$ cat src/rtl/axi_ad7124_up_axi.sv
// AXI4-Lite slave bridging to the single-cycle up_* register bus of the AD7124 banks.
// One transaction in flight; a missing bank acknowledge completes with SLVERR after TIMEOUT cycles.
module axi_ad7124_up_axi #(
    parameter int ADDR_WIDTH = 16,
    parameter int TIMEOUT    = 255
) (
    input  logic                  up_clk,
    input  logic                  up_rstn,

    input  logic                  s_axi_awvalid,
    output logic                  s_axi_awready,
    input  logic [ADDR_WIDTH-1:0] s_axi_awaddr,
    input  logic [2:0]            s_axi_awprot,
    input  logic                  s_axi_wvalid,
    output logic                  s_axi_wready,
    input  logic [31:0]           s_axi_wdata,
    input  logic [3:0]            s_axi_wstrb,
    output logic                  s_axi_bvalid,
    input  logic                  s_axi_bready,
    output logic [1:0]            s_axi_bresp,
    input  logic                  s_axi_arvalid,
    output logic                  s_axi_arready,
    input  logic [ADDR_WIDTH-1:0] s_axi_araddr,
    input  logic [2:0]            s_axi_arprot,
    output logic                  s_axi_rvalid,
    input  logic                  s_axi_rready,
    output logic [31:0]           s_axi_rdata,
    output logic [1:0]            s_axi_rresp,

    output logic                  up_wreq,
    output logic [13:0]           up_waddr,
    output logic [31:0]           up_wdata,
    input  logic                  up_wack,
    output logic                  up_rreq,
    output logic [13:0]           up_raddr,
    input  logic [31:0]           up_rdata,
    input  logic                  up_rack,

    output logic [2:0]            fsm_state
);

    localparam int CW = $clog2(TIMEOUT + 1);

    typedef enum logic [2:0] {
        S_IDLE  = 3'd0,
        S_WREQ  = 3'd1,
        S_WWAIT = 3'd2,
        S_BRESP = 3'd3,
        S_RREQ  = 3'd4,
        S_RWAIT = 3'd5,
        S_RRESP = 3'd6
    } state_t;

    state_t        state, state_n;
    logic          aw_held, w_held, aw_held_n, w_held_n;
    logic [13:0]   awaddr_q;
    logic [31:0]   wdata_q;
    logic [CW-1:0] cnt;
    logic          cnt_last;
    logic          awready_q, wready_q, arready_q;
    logic          aw_hs, w_hs, ar_hs, wr_start;
    logic          unused_bits;

    // Every channel transfers on a cycle where valid and ready are both high at the rising
    // edge; a source keeps valid and payload stable until that edge, ready may toggle freely.
    assign aw_hs     = s_axi_awvalid & awready_q;
    assign w_hs      = s_axi_wvalid & wready_q;
    assign ar_hs     = s_axi_arvalid & s_axi_arready;
    assign wr_start  = (state == S_IDLE) & (aw_held | aw_hs) & (w_held | w_hs);
    assign aw_held_n = ~wr_start & (aw_held | aw_hs);
    assign w_held_n  = ~wr_start & (w_held | w_hs);
    assign cnt_last  = (cnt == CW'(TIMEOUT - 1));
    assign fsm_state = state;

    assign unused_bits = ^{s_axi_awprot, s_axi_arprot, s_axi_wstrb, s_axi_awaddr, s_axi_araddr};

    always_ff @(posedge up_clk) begin
        if (!up_rstn) state <= S_IDLE;
        else          state <= state_n;
    end

    always_comb begin
        state_n = state;
        case (state)
            S_IDLE: begin
                if (wr_start)   state_n = S_WREQ;
                else if (ar_hs) state_n = S_RREQ;
            end
            S_WREQ:  state_n = S_WWAIT;
            S_WWAIT: if (up_wack || cnt_last) state_n = S_BRESP;
            S_BRESP: if (s_axi_bready) state_n = S_IDLE;
            S_RREQ:  state_n = S_RWAIT;
            S_RWAIT: if (up_rack || cnt_last) state_n = S_RRESP;
            S_RRESP: if (s_axi_rready) state_n = S_IDLE;
            default: state_n = S_IDLE;
        endcase
    end

    // Reads yield to a write that is pending or presenting both halves this cycle.
    always_comb begin
        s_axi_awready = awready_q;
        s_axi_wready  = wready_q;
        s_axi_arready = arready_q & ~(s_axi_awvalid & s_axi_wvalid);
        s_axi_bvalid  = (state == S_BRESP);
        s_axi_rvalid  = (state == S_RRESP);
        up_wreq       = (state == S_WREQ);
        up_rreq       = (state == S_RREQ);
    end

    always_ff @(posedge up_clk) begin
        if (!up_rstn) begin
            awready_q   <= 1'b0;
            wready_q    <= 1'b0;
            arready_q   <= 1'b0;
            aw_held     <= 1'b0;
            w_held      <= 1'b0;
            awaddr_q    <= '0;
            wdata_q     <= '0;
            cnt         <= '0;
            up_waddr    <= '0;
            up_wdata    <= '0;
            up_raddr    <= '0;
            s_axi_bresp <= 2'b00;
            s_axi_rresp <= 2'b00;
            s_axi_rdata <= '0;
        end else begin
            awready_q <= (state_n == S_IDLE) & ~aw_held_n;
            wready_q  <= (state_n == S_IDLE) & ~w_held_n;
            arready_q <= (state_n == S_IDLE) & ~aw_held_n & ~w_held_n;
            aw_held   <= aw_held_n;
            w_held    <= w_held_n;
            if (aw_hs) awaddr_q <= s_axi_awaddr[15:2];
            if (w_hs)  wdata_q  <= s_axi_wdata;
            // Halves arriving in the start cycle bypass the holding registers.
            if (wr_start) begin
                up_waddr <= aw_held ? awaddr_q : s_axi_awaddr[15:2];
                up_wdata <= w_held ? wdata_q : s_axi_wdata;
            end
            if (ar_hs) up_raddr <= s_axi_araddr[15:2];

            if (state == S_WREQ || state == S_RREQ)
                cnt <= '0;
            else if ((state == S_WWAIT || state == S_RWAIT) && !cnt_last)
                cnt <= cnt + CW'(1);

            if (state == S_WWAIT) begin
                if (up_wack)       s_axi_bresp <= 2'b00;
                else if (cnt_last) s_axi_bresp <= 2'b10;
            end
            if (state == S_RWAIT) begin
                if (up_rack) begin
                    s_axi_rdata <= up_rdata;
                    s_axi_rresp <= 2'b00;
                end else if (cnt_last) begin
                    s_axi_rdata <= '0;
                    s_axi_rresp <= 2'b10;
                end
            end
        end
    end

endmodule

$ cat config.mk
export PLATFORM = sky130hd
export DESIGN_NAME = axi_ad7124_up_axi
export DESIGN_NICKNAME = d
export VERILOG_FILES = /design/src/rtl/axi_ad7124_up_axi.sv
export SDC_FILE = /design/constraint.sdc
export NUM_CORES = 1
export LEC_CHECK = 0
export ABC_AREA = 0
export ABC_CLOCK_PERIOD_IN_PS = 2300
export BUFFER_PORTS_ARGS = -buffer_cell sky130_fd_sc_hd__buf_2
export CORE_MARGIN = 10
export CORE_UTILIZATION = 33
export DETAILED_ROUTE_END_ITERATION = 8
export GPL_TIMING_DRIVEN = 0
export SYNTH_ARGS = -nofsm -noshare
export SYNTH_HDL_FRONTEND = slang
export SYNTH_SLANG_ARGS = --single-unit
$ cat constraint.sdc
create_clock -name up_clk -period 2.3 [get_ports up_clk]
set_input_delay 0.46 -clock up_clk [delete_from_list [all_inputs] [get_ports up_clk]]
set_output_delay 0.46 -clock up_clk [all_outputs]
set_load 0.005 [all_outputs]
======== Word-level counts from Yosys, hierarchy flattened ========
Index checks and enable logic that the tools add are counted.
operators by class
  add/subtract/negate cells ............... 1
  multiply operators ...................... 0
  divide/modulo/power cells ............... 0
  $lt $le $gt $ge ......................... 0
  equality and inequality tests ........... 7
  shift-type cells ........................ 0
  multiplexer cells ....................... 14
  bitwise logic cells ..................... 19
  reduce and logical (&&, ||, !) cells .... 13
operator list
  cell                   number
  $mux W32               3
  $pmux W3 S7            1
  $mux W3                6
  $mux W14               1
  $and A1 B1 Y1          12
  $eq A3 B3 Y1 const B   3
  $add A8 B1 Y8 const B  1
  $eq A8 B8 Y1 const B   1
  $eq A3 B2 Y1 const B   2
  $logic_not A3 Y1       2
  $mux W2                3
  $not A1 Y1             5
  $logic_or A1 B1 Y1     4
  $reduce_and A2 Y1      2
  $reduce_bool A2 Y1     2
  $eq A3 B1 Y1 const B   1
  $or A1 B1 Y1           2
  $reduce_or A2 Y1       1
  $logic_and A1 B1 Y1    1
  $logic_not A1 Y1       1
storage, ports and cells
  bits in registers ....................... 158
  latch bits .............................. 0
  bits in writable memories ............... 0
  ROM bits ................................ 0
  bits of input ports ..................... 115
  output and inout bits ................... 106
  word-level logic and storage cells ...... 69
  memories kept ........................... 0

======== Logic depth before layout (Yosys ltp) ========
Gate-level depths: netlist (run 1).
  depth in word-level cells ............... 10
  depth in mapped cells ................... 7
  depth with buffers taken out ............ 6

======== Worst setup path before layout (run 1) ========
No wires, ideal clock.
  kind .................................... reg2reg
  start ................................... register state[1], in the netlist fsm_state[1]
  end ..................................... register s_axi_rdata[10]
  library setup time ...................... 117 ps
  arrival time ............................ 1455 ps
  required time ........................... 2183 ps
  path slack .............................. 728 ps
  cell stages (with the launch flop) ...... 8
  buffers on the path ..................... 4
  period minus slack after synthesis ...... 1572 ps
  cells stage by stage .................... dfxtp_1 -> buf_4 -> and3b_1 -> buf_6 -> and3_1 -> buf_2 -> buf_6 -> a22o_1
on the way
  longest elaborated chain between the ends .. 2
ends and longest elaborated chain
  element                             RTL line  source
  from (decl)                         54        state_t state, state_n;
  from (signal assigned)              79        else state <= state_n;
  $eq A3 B3 Y1                        150       if (state == S_RWAIT) begin
  $reduce_and A2 Y1 (no source line)  -
  to (signal assigned)                152       s_axi_rdata <= up_rdata;
  to (decl)                           27        output logic [31:0] s_axi_rdata,
Every way passes these cells.
A chain may end at the register's enable or synchronous reset.

======== Worst setup path in the final report (run 1) ========
  start ................................... register cnt[0]
  end ..................................... register s_axi_rdata[25]
on the way
  longest elaborated chain between the ends .. 3
ends and longest elaborated chain
  element                              RTL line  source
  from (decl)                          58        logic [CW-1:0] cnt;
  from (signal assigned)               144       cnt <= cnt + CW'(1);
  $eq A8 B8 Y1                         72        assign cnt_last = (cnt == CW'(TIMEOUT - 1));
  $reduce_bool A2 Y1 (no source line)  -
  $reduce_and A2 Y1 (no source line)   -
Every way passes these cells.

==> impl_metrics.csv, run 1 <==
group,metric,value,unit
worst_setup_path,critPathKind,"reg -> reg",
timing,period_minus_slack,1.896,ns
synth,syn_inst,653,
global_routing,use_met3,0.06404,
clock_tree,cts_max_level,4,
synth,synth.distinct_cells,52,
synth,async_flop_share,0,
routing,postRouteAntennaNets,0,
timing,fmax,527.3,MHz
global_routing,busiest_layer,"met2",
job,max-cap-violations,0,
routing,vias,5263,
synth,netlist_area,0.006251,mm^2
worst_hold_path,hold_start,"up_wack",
layout,multi_input_area,0.002835,mm^2
layout,finalNonFillerCells,1126,
power_and_ir_drop,power_switching,0.002394,W
routing,drc,0,
synth,syn_area_per_cell,9.573,um^2
global_routing,grt_overflow,0,
place,io_buffer_count,204,
floorplan,die_w,157.6,um
layout,fill_cells,1890,
routing,wl_per_cell,16.04,um
clock_tree,cts_sinks,156,
floorplan,core,0.01864,mm^2
worst_setup_path,r2r_end,"s_axi_rdata[25]",
place,gp_congestion,0.7760,
routing,routed_wirelength,18060,um
worst_setup_path,ff2ff_path_depth,7,
clock_tree,hold_buffers,0,
place,dp_hpwl,13720,um
floorplan,pin_count,221,
layout,final_nets,994,
power_and_ir_drop,p_int,0.005219,W
status,outcome,"completed",
place,dp_cells,1092,
synth,ys_seq_area_frac,0.4996,
routing,via_per_inst,4.674,
power_and_ir_drop,p_comb_frac,0.236,
power_and_ir_drop,peakVddDrop,0.0005644,V
power_and_ir_drop,power.share.switching,0.3145,
floorplan,row_count,50,
worst_setup_path,r2r-start,"cnt[0]",
timing,rsz0062_at_grt,"no",
global_routing,gr-usage-met1,0.1740,
global_routing,antenna_found_initial,2,
clock_tree,path_clk_slew,0.07,ns
timing,setup_viol,0,
synth,synth_flop_cell,"dfxtp_1",
floorplan,die_y,157.6,um
clock_tree,numCtsBuffers,17,
timing,fin_crit_sh,0.8245,
timing,maxSlewViolCount,0,
synth,ys_seq_elements,156,
clock_tree,postCtsSetupBuffers,0,
worst_hold_path,worstHoldEndpoint,"s_axi_bresp[1]",
clock_tree,tritoncts,"done",
timing,tightest_slew,0.8543,ns
worst_setup_path,critPathMaxFanout,10,
clock_tree,root_buffer,"clkbuf_16",
clock_tree,clk-insertion-delay-late,0.42,ns
synth,synth_edf_count,0,
timing,finalClockSkew,0.007324,ns
global_routing,met2_usage,0.2296,
routing,drtPass1Iterations,4,
timing,hold_violations,0,
global_routing,grt_pass1_vias,5281,
power_and_ir_drop,pwr-share-clk,0.347,
power_and_ir_drop,seqPwrFrac,0.417,
worst_hold_path,worstHoldPathType,"in -> reg",
floorplan,initial_core_util,0.3353,
place,place_area,0.007569,mm^2
timing,setup_tns,0,ns
worst_hold_path,whs_path_depth,2,
worst_setup_path,critPathArrivalTime,2.26,ns
worst_setup_path,worstPathRequired,2.66,ns
global_routing,grt_pass1_wl,28430,um
synth,synth_warnings,0,
timing,slew_headroom,0.4305,
floorplan,dieArea,0.02485,mm^2
global_routing,grtUsageTotal,0.1434,
worst_setup_path,worst_setup_path_start_kind,"register",
place,dp_slack,0.1648,ns
routing,first_iter_violations,231,
worst_setup_path,end_kind,"register",
power_and_ir_drop,power_density,935.5,mW/mm^2
timing,setup_slack,0.4036,ns
clock_tree,cts_max_path_buffers,2,
clock_tree,cts_resized,0,
layout,drive_gt1_frac,0.3551,
layout,final_area,0.008138,mm^2
power_and_ir_drop,leakagePower,3.331,nW
global_routing,grt_max_degree,17,
layout,areaGrowthSynthToFinish,30.18,%
worst_setup_path,r2r_slack,0.40,ns
layout,seq_area,0.003123,mm^2
-- cell usage after synthesis (2+ instances only) --
cell | instances | area, um^2
a211oi_1 | 8 | 60.06
a211oi_2 | 40 | 500.5
a21oi_1 | 68 | 340.3
a21oi_4 | 2 | 32.53
a22o_1 | 32 | 280.3
and2_0 | 2 | 12.51
and3_1 | 2 | 12.51
buf_1 | 8 | 30.03
buf_2 | 12 | 60.06
buf_4 | 9 | 67.56
buf_6 | 5 | 56.30
clkbuf_1 | 18 | 67.56
dfxtp_1 | 156 | 3123
ha_1 | 2 | 25.02
inv_1 | 3 | 11.26
mux2i_1 | 46 | 460.4
nand2_1 | 127 | 476.7
nand2b_1 | 2 | 12.51
nand3_1 | 4 | 20.02
nor2_1 | 56 | 210.2
nor3_1 | 8 | 40.04
o211ai_1 | 2 | 15.01
o21a_1 | 2 | 15.01
o21ai_0 | 6 | 30.03
o221ai_2 | 2 | 30.03
or3_1 | 3 | 18.77
xnor2_1 | 3 | 26.28
-- worst max-delay path, cell delays in order (launching register included) --
cell      delay, ns
dfxtp_1        0.35
inv_1          0.07
ha_1           0.19
nand3_1        0.24
o21bai_1       0.14
a21oi_1        0.40
buf_2          0.30
a22o_1         0.15
-- power by group through the flow --
stage | sequential [W] | clock [W] | combinational [W]
after floorplan | 0.00324 | 0 | 0.00118
after global placement | 0.00323 | 0 | 0.00181
after detailed placement | 0.00324 | 0 | 0.00183
after CTS | 0.00318 | 0.00273 | 0.00183
after global routing | 0.00321 | 0.00284 | 0.00202
final | 0.00317 | 0.00264 | 0.00180
-- registers in the layout, indices dropped and copies added (netlist names), 3 cells and up --
register / cells
up_raddr: 14
cnt: 8
wdata_q: 32
awaddr_q: 14
fsm_state: 3
up_wdata: 32
s_axi_rdata: 32
up_waddr: 14
-- layout by cell type, fill, tap and decap left out, types with 2 or more instances in the layout --
cell type | synthesis | final
buf_2 | 12 | 216
dfxtp_1 | 156 | 156
nand2_1 | 127 | 127
a21oi_1 | 68 | 68
nor2_1 | 56 | 56
mux2i_1 | 46 | 46
a211oi_2 | 40 | 40
a22o_1 | 32 | 32
clkbuf_1 | 18 | 18
clkbuf_16 | 0 | 17
buf_4 | 9 | 9
nor3_1 | 8 | 8
buf_1 | 8 | 8
a211oi_1 | 8 | 8
o21ai_0 | 6 | 6
buf_6 | 5 | 5
clkinv_4 | 0 | 5
nand3_1 | 4 | 4
inv_1 | 3 | 3
xnor2_1 | 3 | 3
or3_1 | 3 | 3
inv_6 | 0 | 3
diode_2 | 0 | 2
nand2b_1 | 2 | 2
a21oi_4 | 2 | 2
and2_0 | 2 | 2
o221ai_2 | 2 | 2
and3_1 | 2 | 2
o21a_1 | 2 | 2
o211ai_1 | 2 | 2
ha_1 | 2 | 2
conb_1 | 1 | 2
clkbuf_8 | 0 | 2
clkinvlp_4 | 0 | 2
clkinv_2 | 0 | 2
-- area by class of cell --
class	count	area share
multi-input combinational	442	0.3484
clock inverter	13	0.01368
buffer	52	0.03459
sequential	156	0.3838
antenna	2	0.0006150
clock buffer	19	0.05566
tap	234	0.03598
timing repair buffer	204	0.1255
inverter	4	0.001845
-- cells by family (layout without fill, tap and decap cells) --
kind of cell | after synthesis | in the layout | synth area share
DFF | 156 | 156 | 0.4996
xor gates and xnor gates | 4 | 4 | 0.005606
AOI/OAI and AO/OA | 169 | 169 | 0.2174
muxes | 46 | 46 | 0.07366
and+or+nand+nor | 219 | 219 | 0.1517
other | 1 | 4 | 0.0005999
adders and majority gates | 2 | 2 | 0.004003
buffers and inverters | 56 | 292 | 0.04744
-- worst max path at each step --
stage,end,slack (ns),cells past startpoint,start
2_1_floorplan,s_axi_rdata[10],0.73,7,fsm_state[1]
3_3_place_gp,up_wdata[1],0.15,5,up_rstn
3_5_place_dp,up_wdata[2],0.16,5,up_rstn
4_1_cts,s_axi_rdata[25],0.39,7,cnt[0]
5_1_grt,s_axi_rdata[5],0.24,7,cnt[0]
6_report,s_axi_rdata[25],0.40,7,cnt[0]
-- routing by layer --
layer | vias to the layer above | part of all wire
li1 | 2724 | -
met1 | 2383 | 0.45
met2 | 144 | 0.46
met3 | 12 | 0.080
met4 | 0 | 0.0059
met5 | - | 0
-- through the flow --
stage	hold WS [ns]	utilization	total power [W]
2_1_floorplan	0.4360	-	0.004415
3_3_place_gp	0.4400	0.4060	0.005043
3_5_place_dp	0.4432	0.4060	0.005063
4_1_cts	0.2171	0.4362	0.007741
5_1_grt	0.2317	0.4362	0.008073
6_report	0.2384	0.4365	0.007613
Note: power is estimated with default switching activity, not from simulation.
==> run 2, diff against run 1 <==
--- a/config.mk
+++ b/config.mk
@@ -6,7 +6,7 @@
 export NUM_CORES = 1
 export LEC_CHECK = 0
 export ABC_AREA = 0
-export ABC_CLOCK_PERIOD_IN_PS = 2300
+export ABC_CLOCK_PERIOD_IN_PS = 1900
 export BUFFER_PORTS_ARGS = -buffer_cell sky130_fd_sc_hd__buf_2
 export CORE_MARGIN = 10
 export CORE_UTILIZATION = 33
==> constraint.sdc (replaced) <==
create_clock -name up_clk -period 1.9 [get_ports up_clk]
set_input_delay 0.38 -clock up_clk [delete_from_list [all_inputs] [get_ports up_clk]]
set_output_delay 0.38 -clock up_clk [all_outputs]
set_load 0.005 [all_outputs]
==> run 2 against run 1 <==
  * Total power grew 21%
  * Largest power group unchanged
  * Via count grew 0.63%
  * Highest routed layer unchanged
  * Utilization grew 0.11 points
  * Clock power grew 21%
==> impl_metrics.csv, run 2 (synthesized netlist as in run 1, its figures left out) <==
group,metric,value,unit
global_routing,grt_overflow,0,
place,gp_congestion,0.7760,
floorplan,die_y,157.6,um
timing,maxSlewViolCount,0,
floorplan,pin_count,221,
routing,drc,0,
global_routing,antenna_found_initial,2,
global_routing,grt_max_degree,17,
routing,routed_wirelength,18060,um
place,place_area,0.007569,mm^2
place,dp_cells,1092,
layout,finalNonFillerCells,1127,
status,outcome,"completed",
job,max-cap-violations,0,
global_routing,grtUsageTotal,0.1435,
clock_tree,tritoncts,"done",
power_and_ir_drop,pwr-share-clk,0.346,
worst_setup_path,path_buf_inv,3,
layout,largestRegisters,"s_axi_rdata: 32 flops, up_wdata: 32 flops, wdata_q: 32 flops",
routing,drtPass1Iterations,4,
worst_setup_path,slowest_delay,0.39,ns
timing,slew_headroom,0.4385,
layout,final_nets,995,
timing,period_minus_slack,1.794,ns
power_and_ir_drop,seqPwrFrac,0.416,
power_and_ir_drop,power_switching,0.002900,W
timing,hold_violations,0,
layout,final_area,0.008158,mm^2
worst_setup_path,crit_path_top_delay_cell,"dfxtp_1",
worst_setup_path,critPathMaxFanout,10,
worst_setup_path,r2r-start,"aw_held",
routing,vias,5296,
worst_setup_path,worst_setup_path_start_kind,"register",
worst_hold_path,hold_start,"up_wack",
power_and_ir_drop,p_comb_frac,0.237,
layout,final_common_cell,"buf_2",
power_and_ir_drop,power.share.switching,0.3143,
layout,mostFrequentLayoutCells,"buf_2 (214), dfxtp_1 (156), nand2_1 (127), a21oi_1 (67), nor2_1 (56)",
worst_setup_path,critPathKind,"reg -> out",
worst_setup_path,crit_family,"buffers and inverters",
routing,via_per_inst,4.699,
global_routing,grt_pass1_vias,5277,
clock_tree,cts_sinks,156,
floorplan,die_w,157.6,um
worst_hold_path,worstHoldPathType,"in -> reg",
worst_setup_path,path_cells,"buf_4, inv_1, and3_2, buf_2",
place,io_buffer_count,204,
worst_setup_path,critPathArrivalTime,1.41,ns
timing,finalClockSkew,0.008998,ns
worst_setup_path,worstPathRequired,1.52,ns
floorplan,dieArea,0.02485,mm^2
timing,hold_slack,0.1590,ns
power_and_ir_drop,peakVddDrop,0.0006790,V
timing,fmax,557.4,MHz
power_and_ir_drop,power_density,1131,mW/mm^2
clock_tree,cts_max_level,4,
clock_tree,clk-insertion-delay-late,0.42,ns
timing,tightest_slew,0.8422,ns
timing,fin_crit_sh,0.9442,
layout,drive_gt1_frac,0.3569,
floorplan,core,0.01864,mm^2
clock_tree,cts_max_path_buffers,2,
place,dp_hpwl,13720,um
timing,setup_viol,0,
clock_tree,numCtsBuffers,17,
clock_tree,path_clk_slew,0.07,ns
global_routing,grt_pass1_wl,28430,um
routing,postRouteAntennaNets,0,
worst_setup_path,timing.critical_path.from,"fsm_state[0]",
clock_tree,root_buffer,"clkbuf_16",
layout,fill_cells,1888,
routing,wl_per_cell,16.03,um
power_and_ir_drop,leakagePower,3.336,nW
layout,areaGrowthSynthToFinish,30.50,%
floorplan,initial_core_util,0.3353,
floorplan,row_count,50,
worst_setup_path,end_kind,"output port",
timing,rsz0062_at_grt,"yes",
power_and_ir_drop,p_int,0.006329,W
routing,first_iter_violations,241,
[run 2: repair_timing]
action,CTS,global route
hold buffers,0,0
cloned,0,0
pin swaps,0,1
endpoints found under the setup margin,7,54
gates resized for setup,1,3
buffers inserted,0,1
[run 2: path summary, 6_finish.rpt]
kind                    endpoint  slack, ns  cells after the start
setup / recovery    s_axi_rvalid       0.11                      4
hold / removal    s_axi_bresp[1]       0.16                      2
setup reg to reg    fsm_state[0]       0.12                      6
hold reg to reg      up_raddr[2]       0.45                      2
[run 2: per-layer routing]
layer / vias to the layer above / part of all wire / global-route usage
li1: 2725 / - / -
met1: 2407 / 0.45 / 0.1741
met2: 153 / 0.47 / 0.2296
met3: 11 / 0.081 / 0.06404
met4: 0 / 0.0048 / 0.02939
met5: - / 0 / 0
[run 2: through the flow]
step	utilization	setup slack, ns	setup TNS [ns]	total power [W]
final	0.4376	0.1061	0	0.009229
after global placement	0.4060	-0.1660	-3.508	0.006104
after detailed placement	0.4060	-0.1552	-3.180	0.006129
after CTS	0.4364	0.007671	0	0.009371
after global routing	0.4373	-0.02382	-0.2176	0.009786
after floorplan	-	0.3283	0	0.005344
[run 2: power groups by stage]
stage / sequential, W / combinational (W) / clock [W]
after global routing: 0.00389 / 0.00246 / 0.00344
after CTS: 0.00385 / 0.00222 / 0.00330
after detailed placement: 0.00392 / 0.00221 / 0
final: 0.00384 / 0.00219 / 0.00320
after floorplan: 0.00392 / 0.00143 / 0
after global placement: 0.00391 / 0.00220 / 0
[run 2: final cells by class]
| type | instances | area [um^2] | share of cell area |
|---|---|---|---|
| Buffer | 52 | 290.3 | 0.03558 |
| Tap cell | 234 | 292.8 | 0.03589 |
| Clock buffer | 19 | 452.9 | 0.05552 |
| Timing Repair Buffer | 205 | 1028 | 0.1261 |
| Multi-Input combinational cell | 442 | 2839 | 0.3480 |
| Antenna cell | 2 | 5.005 | 0.0006135 |
| Inverter | 4 | 15.01 | 0.001840 |
| Clock inverter | 13 | 111.4 | 0.01365 |
| Sequential cell | 156 | 3123 | 0.3828 |
